==> src/rtl/mux21_rr_arbiter.sv <==
// Round-robin arbiter between two valid/ready sources feeding a one-entry
// registered output stage; S reports which source the held word came from.
module mux21_rr_arbiter #(
  parameter int WIDTH = 1
) (
  input  logic             CLK,
  input  logic             RST,
  input  logic             V0,
  input  logic [WIDTH-1:0] D0,
  output logic             R0,
  input  logic             V1,
  input  logic [WIDTH-1:0] D1,
  output logic             R1,
  output logic [WIDTH-1:0] Y,
  output logic             YV,
  input  logic             YR,
  output logic             S
);

  logic [WIDTH-1:0] y_q, y_d;
  logic             yv_q, yv_d;
  logic             s_q, s_d;
  logic             last_q, last_d;
  logic             le;
  logic             g0;
  logic             g1;

  // Output stage can take a word when empty or when its word leaves this cycle
  assign le = !yv_q | YR;

  assign g0 = V0 & (!V1 | last_q);
  assign g1 = V1 & (!V0 | !last_q);

  // Readiness ignores a source's own valid so it never forms a valid->ready loop
  assign R0 = le & (!V1 | last_q);
  assign R1 = le & (!V0 | !last_q);

  always_comb begin
    y_d    = y_q;
    yv_d   = yv_q;
    s_d    = s_q;
    last_d = last_q;
    if (le) begin
      if (g0) begin
        y_d    = D0;
        s_d    = 1'b0;
        last_d = 1'b0;
        yv_d   = 1'b1;
      end else if (g1) begin
        y_d    = D1;
        s_d    = 1'b1;
        last_d = 1'b1;
        yv_d   = 1'b1;
      end else begin
        yv_d   = 1'b0;
      end
    end
  end

  // LAST resets to 1 so that D0 wins the first contended cycle
  always_ff @(posedge CLK or posedge RST) begin
    if (RST) begin
      y_q    <= '0;
      yv_q   <= 1'b0;
      s_q    <= 1'b0;
      last_q <= 1'b1;
    end else begin
      y_q    <= y_d;
      yv_q   <= yv_d;
      s_q    <= s_d;
      last_q <= last_d;
    end
  end

  assign Y  = y_q;
  assign YV = yv_q;
  assign S  = s_q;

endmodule
==> config.mk <==
export PLATFORM = sky130hd
export DESIGN_NAME = mux21_rr_arbiter
export DESIGN_NICKNAME = d
export VERILOG_FILES = /design/src/rtl/mux21_rr_arbiter.sv
export SDC_FILE = /design/constraint.sdc
export NUM_CORES = 1
export LEC_CHECK = 0
export CAP_MARGIN = 25
export CORE_AREA = 2 2 39 41
export DETAILED_ROUTE_END_ITERATION = 16
export DIE_AREA = 0 0 41 43
export GPL_TIMING_DRIVEN = 0
export PLACE_DENSITY = 0.45
export SLEW_MARGIN = 20
export SYNTH_ARGS = -nofsm -noshare
export SYNTH_HDL_FRONTEND = slang
export SYNTH_SLANG_ARGS = --single-unit
==> constraint.sdc <==
create_clock -name CLK -period 1.1 [get_ports CLK]
set_input_delay 0.165 -clock CLK [delete_from_list [all_inputs] [get_ports CLK]]
set_output_delay 0.165 -clock CLK [all_outputs]
set_load 0.005 [all_outputs]
## Word level (Yosys, flattened, before mapping)

Index checks and enable logic that the tools add are counted.

| word-level totals | value |
|---|---|
| register bits after elaboration | 4 |
| latch bits | 0 |
| RAM bits | 0 |
| bits in read-only memories | 0 |
| output and inout bits | 5 |
| word-level logic and storage cells | 23 |
| memories | 0 |

| operators by class | value |
|---|---|
| add/sub/neg operators | 0 |
| multipliers | 0 |
| div/mod/pow operators | 0 |
| magnitude comparators | 0 |
| equality and inequality tests | 0 |
| shift-type cells | 0 |
| muxes and demuxes | 6 |
| bitwise gates (word level) | 7 |
| reductions and logical operators | 6 |

Operators by type and width:

| kind | number |
|---|---|
| $mux W1 | 6 |
| $and A1 B1 Y1 | 4 |
| $logic_not A1 Y1 | 4 |
| $or A1 B1 Y1 | 3 |
| $reduce_and A2 Y1 | 1 |
| $reduce_bool A2 Y1 | 1 |

## Logic depth before layout (Yosys ltp)

| depth | value |
|---|---|
| depth after elaboration | 5 |
| gate-level depth with buffers | 3 |
| mapped depth without buffers | 3 |

## Worst setup path after synthesis

Ideal clock, no wire load.

| timing path | value |
|---|---|
| kind | reg2reg |
| start | reg last_q |
| end | reg y_q (netlist: Y) |
| setup time | 126 ps |
| arrival | 971 ps |
| setup slack | 3 ps |
| stages on the path, launching flop included | 4 |
| period minus slack after synthesis | 1097 ps |
| path through | dfstp_2 nand2b_1 a21boi_0 o32a_1 |

| on the way | value |
|---|---|
| word-level cells in the longest chain between the ends | 5 |
| elaborated cells on any way between the ends | 8 |

RTL lines:

| what | line | RTL |
|---|---|---|
| from (decl) | 23 | `logic last_q, last_d;` |
| from (signal assigned) | 71 | `last_q <= last_d;` |
| $logic_not A1 Y1 | 32 | `assign g1 = V1 & (!V0 \| !last_q);` |
| $or A1 B1 Y1 | 32 |  |
| $and A1 B1 Y1 | 32 |  |
| $reduce_bool A2 Y1 (no line) | n/a |  |
| $reduce_and A2 Y1 (no line) | n/a |  |
| to (signal assigned) | 68 | `y_q <= y_d;` |
| to (decl) | 20 | `logic [WIDTH-1:0] y_q, y_d;` |

Parallel ways exist; a longest one is shown, timed or not.
A chain may end at the register's enable or synchronous reset.

## Final worst setup path

| timing path | value |
|---|---|
| start | reg last_q |
| end | out R0 |

| on the way | value |
|---|---|
| word-level cells in the longest chain between the ends | 2 |

RTL lines:

| what | line | RTL |
|---|---|---|
| $or A1 B1 Y1 | 35 | `assign R0 = le & (!V1 \| last_q);` |
| $and A1 B1 Y1 | 35 |  |
| to (decl) | 10 | `output logic R0,` |

Every way passes these cells.

==> impl_metrics.py <==
metrics = {
    "clock_tree": {
        "cts.clk_slew.worst_paths_ns": 0.04,
        "cts_tree": "done",
        "cts.sinks": 4,
        "cts-root-buf": "clkbuf_4",
        "h-tree-depth": 1,
        "cts_buffers": 3,
        "clk_latency_ns": 0.23,
        "clock_path_buffers": 2,
    },
    "routing": {
        "wl_per_cell_um": 9.71,
        "drc": 0,
        "routed_wl_um": 534,
        "first_iter_violations": 3,
        "dr_total_vias": 217,
        "vias_per_cell": 3.95,
        "ant_nets": 0,
        "dr.pass1.iters": 2,
    },
    "synthesis": {
        "ys_top_cells_by_area": "dfrtp_1 37%, dfstp_2 13%, a21oi_1 12%",
        "synth_edf_count": 0,
        "syn_inst": 22,
        "synth_area_per_cell_sq_um": 9.16,
        "synth.most_common_cell": "a21oi_1",
        "ys_warn_count": 0,
        "yosysUniqueCellTypes": 13,
        "ys_ff_latch": 4,
        "synthTopCellsByCount": "5 x a21oi_1, 3 x dfrtp_1, 2 x nand2_1, 2 x nand2b_1, 2 x nor2_1",
        "synthFlopType": "dfrtp_1",
        "yosysTopAreaCellShare": 0.373,
        "yosys.area.top_type": "dfrtp_1",
        "syn_nets": 29,
        "synthesis.area_sq_um": 201,
        "async_flop_share": 1.00,
        "synth_seq_area_share": 0.503,
    },
    "hold_path": {
        "hold_class": "in -> async",
    },
    "global_routing": {
        "gr-usage-met3": 0.0314,
        "antenna_found_initial": 0,
        "grt_max_degree": 8,
        "top_usage_layer": "met1",
        "grt_use_total": 0.0736,
        "grt_pass1_wl_um": 793,
        "grt_util_met1": 0.0912,
        "grtUsageMet2": 0.0844,
        "grt_pass1_vias": 207,
        "grt-ovfl-total": 0,
    },
    "sta": {
        "setup_viol": 3,
        "fin_crit_sh": 1.14,
        "min_period_ns": 1.26,
        "fin_skew_ns": 0.00106,
        "maxSlewViolCount": 0,
        "worst_pin_slew_ns": 0.247,
        "rsz0062_at_grt": "true",
        "fmaxAchievable_mhz": 796,
        "setup_ws_ns": -0.157,
        "hold_viol": 0,
        "whs_ns": 0.108,
        "slew_headroom": 0.835,
    },
    "power": {
        "total_power_w": 0.000549,
        "irDropWorstVdd_uv": 440,
        "p_per_area_nw_per_um2": 1420,
        "power_leakage_nw": 0.184,
    },
    "floorplanning": {
        "pin_count": 12,
        "start_util": 0.146,
        "placementRows": 14,
        "die-width_um": 41,
        "die_height_um": 43,
        "core_sq_um": 1380,
        "die_area_sq_um": 1760,
    },
    "flow_run": {
        "cap_violations": 0,
    },
    "setup_path": {
        "arrival_ns": 1.09,
        "cp-start-kind": "flop",
        "path_cells": "nand2b_4 > and2_4 > buf_6",
        "slowest_delay_ns": 0.52,
        "critPathSlowestCell": "dfstp_2",
        "timing.critical_path.to_type": "output port",
        "cp_max_fo": 2,
        "cp_data_required_time_ns": 0.94,
        "crit_buf_inv": 1,
        "crit_family": "flip-flops",
        "setup.worst_path.class": "reg -> out",
    },
    "layout": {
        "final_cells": 55,
        "num_antenna_cells": 0,
        "fill_cells": 144,
        "synthToLayoutAreaGrowth_pct": 92.5,
        "final_area_sq_um": 388,
        "fin_nets": 47,
        "drive_gt1_frac": 0.308,
    },
    "outcome": {
        "violations": "setup timing",
        "outcome": "finished, violations left",
    },
    "place": {
        "dp_slack_ns": -0.572,
        "dp_hpwl_um": 373,
        "numPortBuffers": 11,
        "dpl_cell_area_sq_um": 332,
        "gp_congestion": 0.667,
        "dp.cells": 49,
    },
}
[cells in the final DEF (no fill, tap or decap)]
master / netlist / layout
a21oi_1: 5 / 5
clkdlybuf4s50_1: 0 / 4
dfrtp_1: 3 / 3
clkbuf_4: 0 / 3
dlygate4sd2_1: 0 / 3
nand2b_4: 0 / 2
nor2_1: 2 / 2
nand2_1: 2 / 2
buf_4: 0 / 2
and2_4: 0 / 1
nor2b_2: 0 / 1
and2b_1: 1 / 1
a21boi_0: 1 / 1
o32a_1: 1 / 1
inv_1: 1 / 1
a31oi_1: 1 / 1
clkbuf_1: 0 / 1
dlymetal6s2s_1: 0 / 1
dfstp_2: 1 / 1
clkdlybuf4s15_1: 0 / 1
buf_6: 0 / 1
buf_2: 0 / 1
[what timing repair did]
item | 4_1_cts | 5_1_grt
hold buffers | 0 | 0
endpoints found under the setup margin | 6 | 4
endpoints found under the hold margin | 0 | 0
pin swaps | 0 | 1
gates resized for setup | 15 | 4
buffers inserted | 2 | 0
[power breakdown]
part,switching [W],internal [W]
Sequential,0.0000130,0.000176
Clock,0.0000659,0.000137
Combinational,0.0000585,0.0000989
[worst paths after layout]
kind	depth (start not counted)	slack, ns	from	endpoint
worst max-delay path	3	-0.16	last_q	R0
worst min-delay path	2	0.11	RST	Y
worst max register to register	3	-0.02	last_q	Y
worst min register to register	1	0.51	Y	Y
max in group asynchronous	2	0.77	RST	last_q
min in group CLK	3	0.32	V1	last_q
[cell families after synthesis]
logic type	after synthesis	share of synthesized area
flip-flops	4	0.503
buffers and inverters	1	0.0186
AO/OA/AOI/OAI	8	0.242
AND/OR/NAND/NOR	9	0.236
[worst register-to-register path: cells and delay by family (launching register included)]
family,cells,cell delay (ns)
simple gates,1,0.11
flops,1,0.52
compound gates,2,0.36
[state kept, by name (all words and copies together), names as in the netlist]
name	flops
S	1
Y	1
YV	1
last_q	1
[layer usage]
metal | share of wire | up-vias | routed length (um)
met5 | 0 | - | 0
met1 | 0.46 | 95 | 248
met3 | 0.13 | 0 | 69
met4 | 0 | 0 | 0
met2 | 0.40 | 12 | 216
li1 | - | 110 | -
[layout make-up]
class	instances	area, sq um	area share
Timing Repair Buffer	13	120	0.310
Tap cell	16	20.0	0.0516
Inverter	1	3.75	0.00968
Clock buffer	4	26.3	0.0677
Multi-Input combinational cell	17	116	0.300
Sequential cell	4	101	0.261
[through the flow]
stage | utilization | setup TNS (ns)
global placement | 0.240 | -1.50
floorplan | - | 0
detailed placement | 0.240 | -1.47
finish | 0.280 | -0.305
global route | 0.280 | -0.451
CTS | 0.270 | -0.316
No activity file was read; power rests on OpenSTA's default activity.
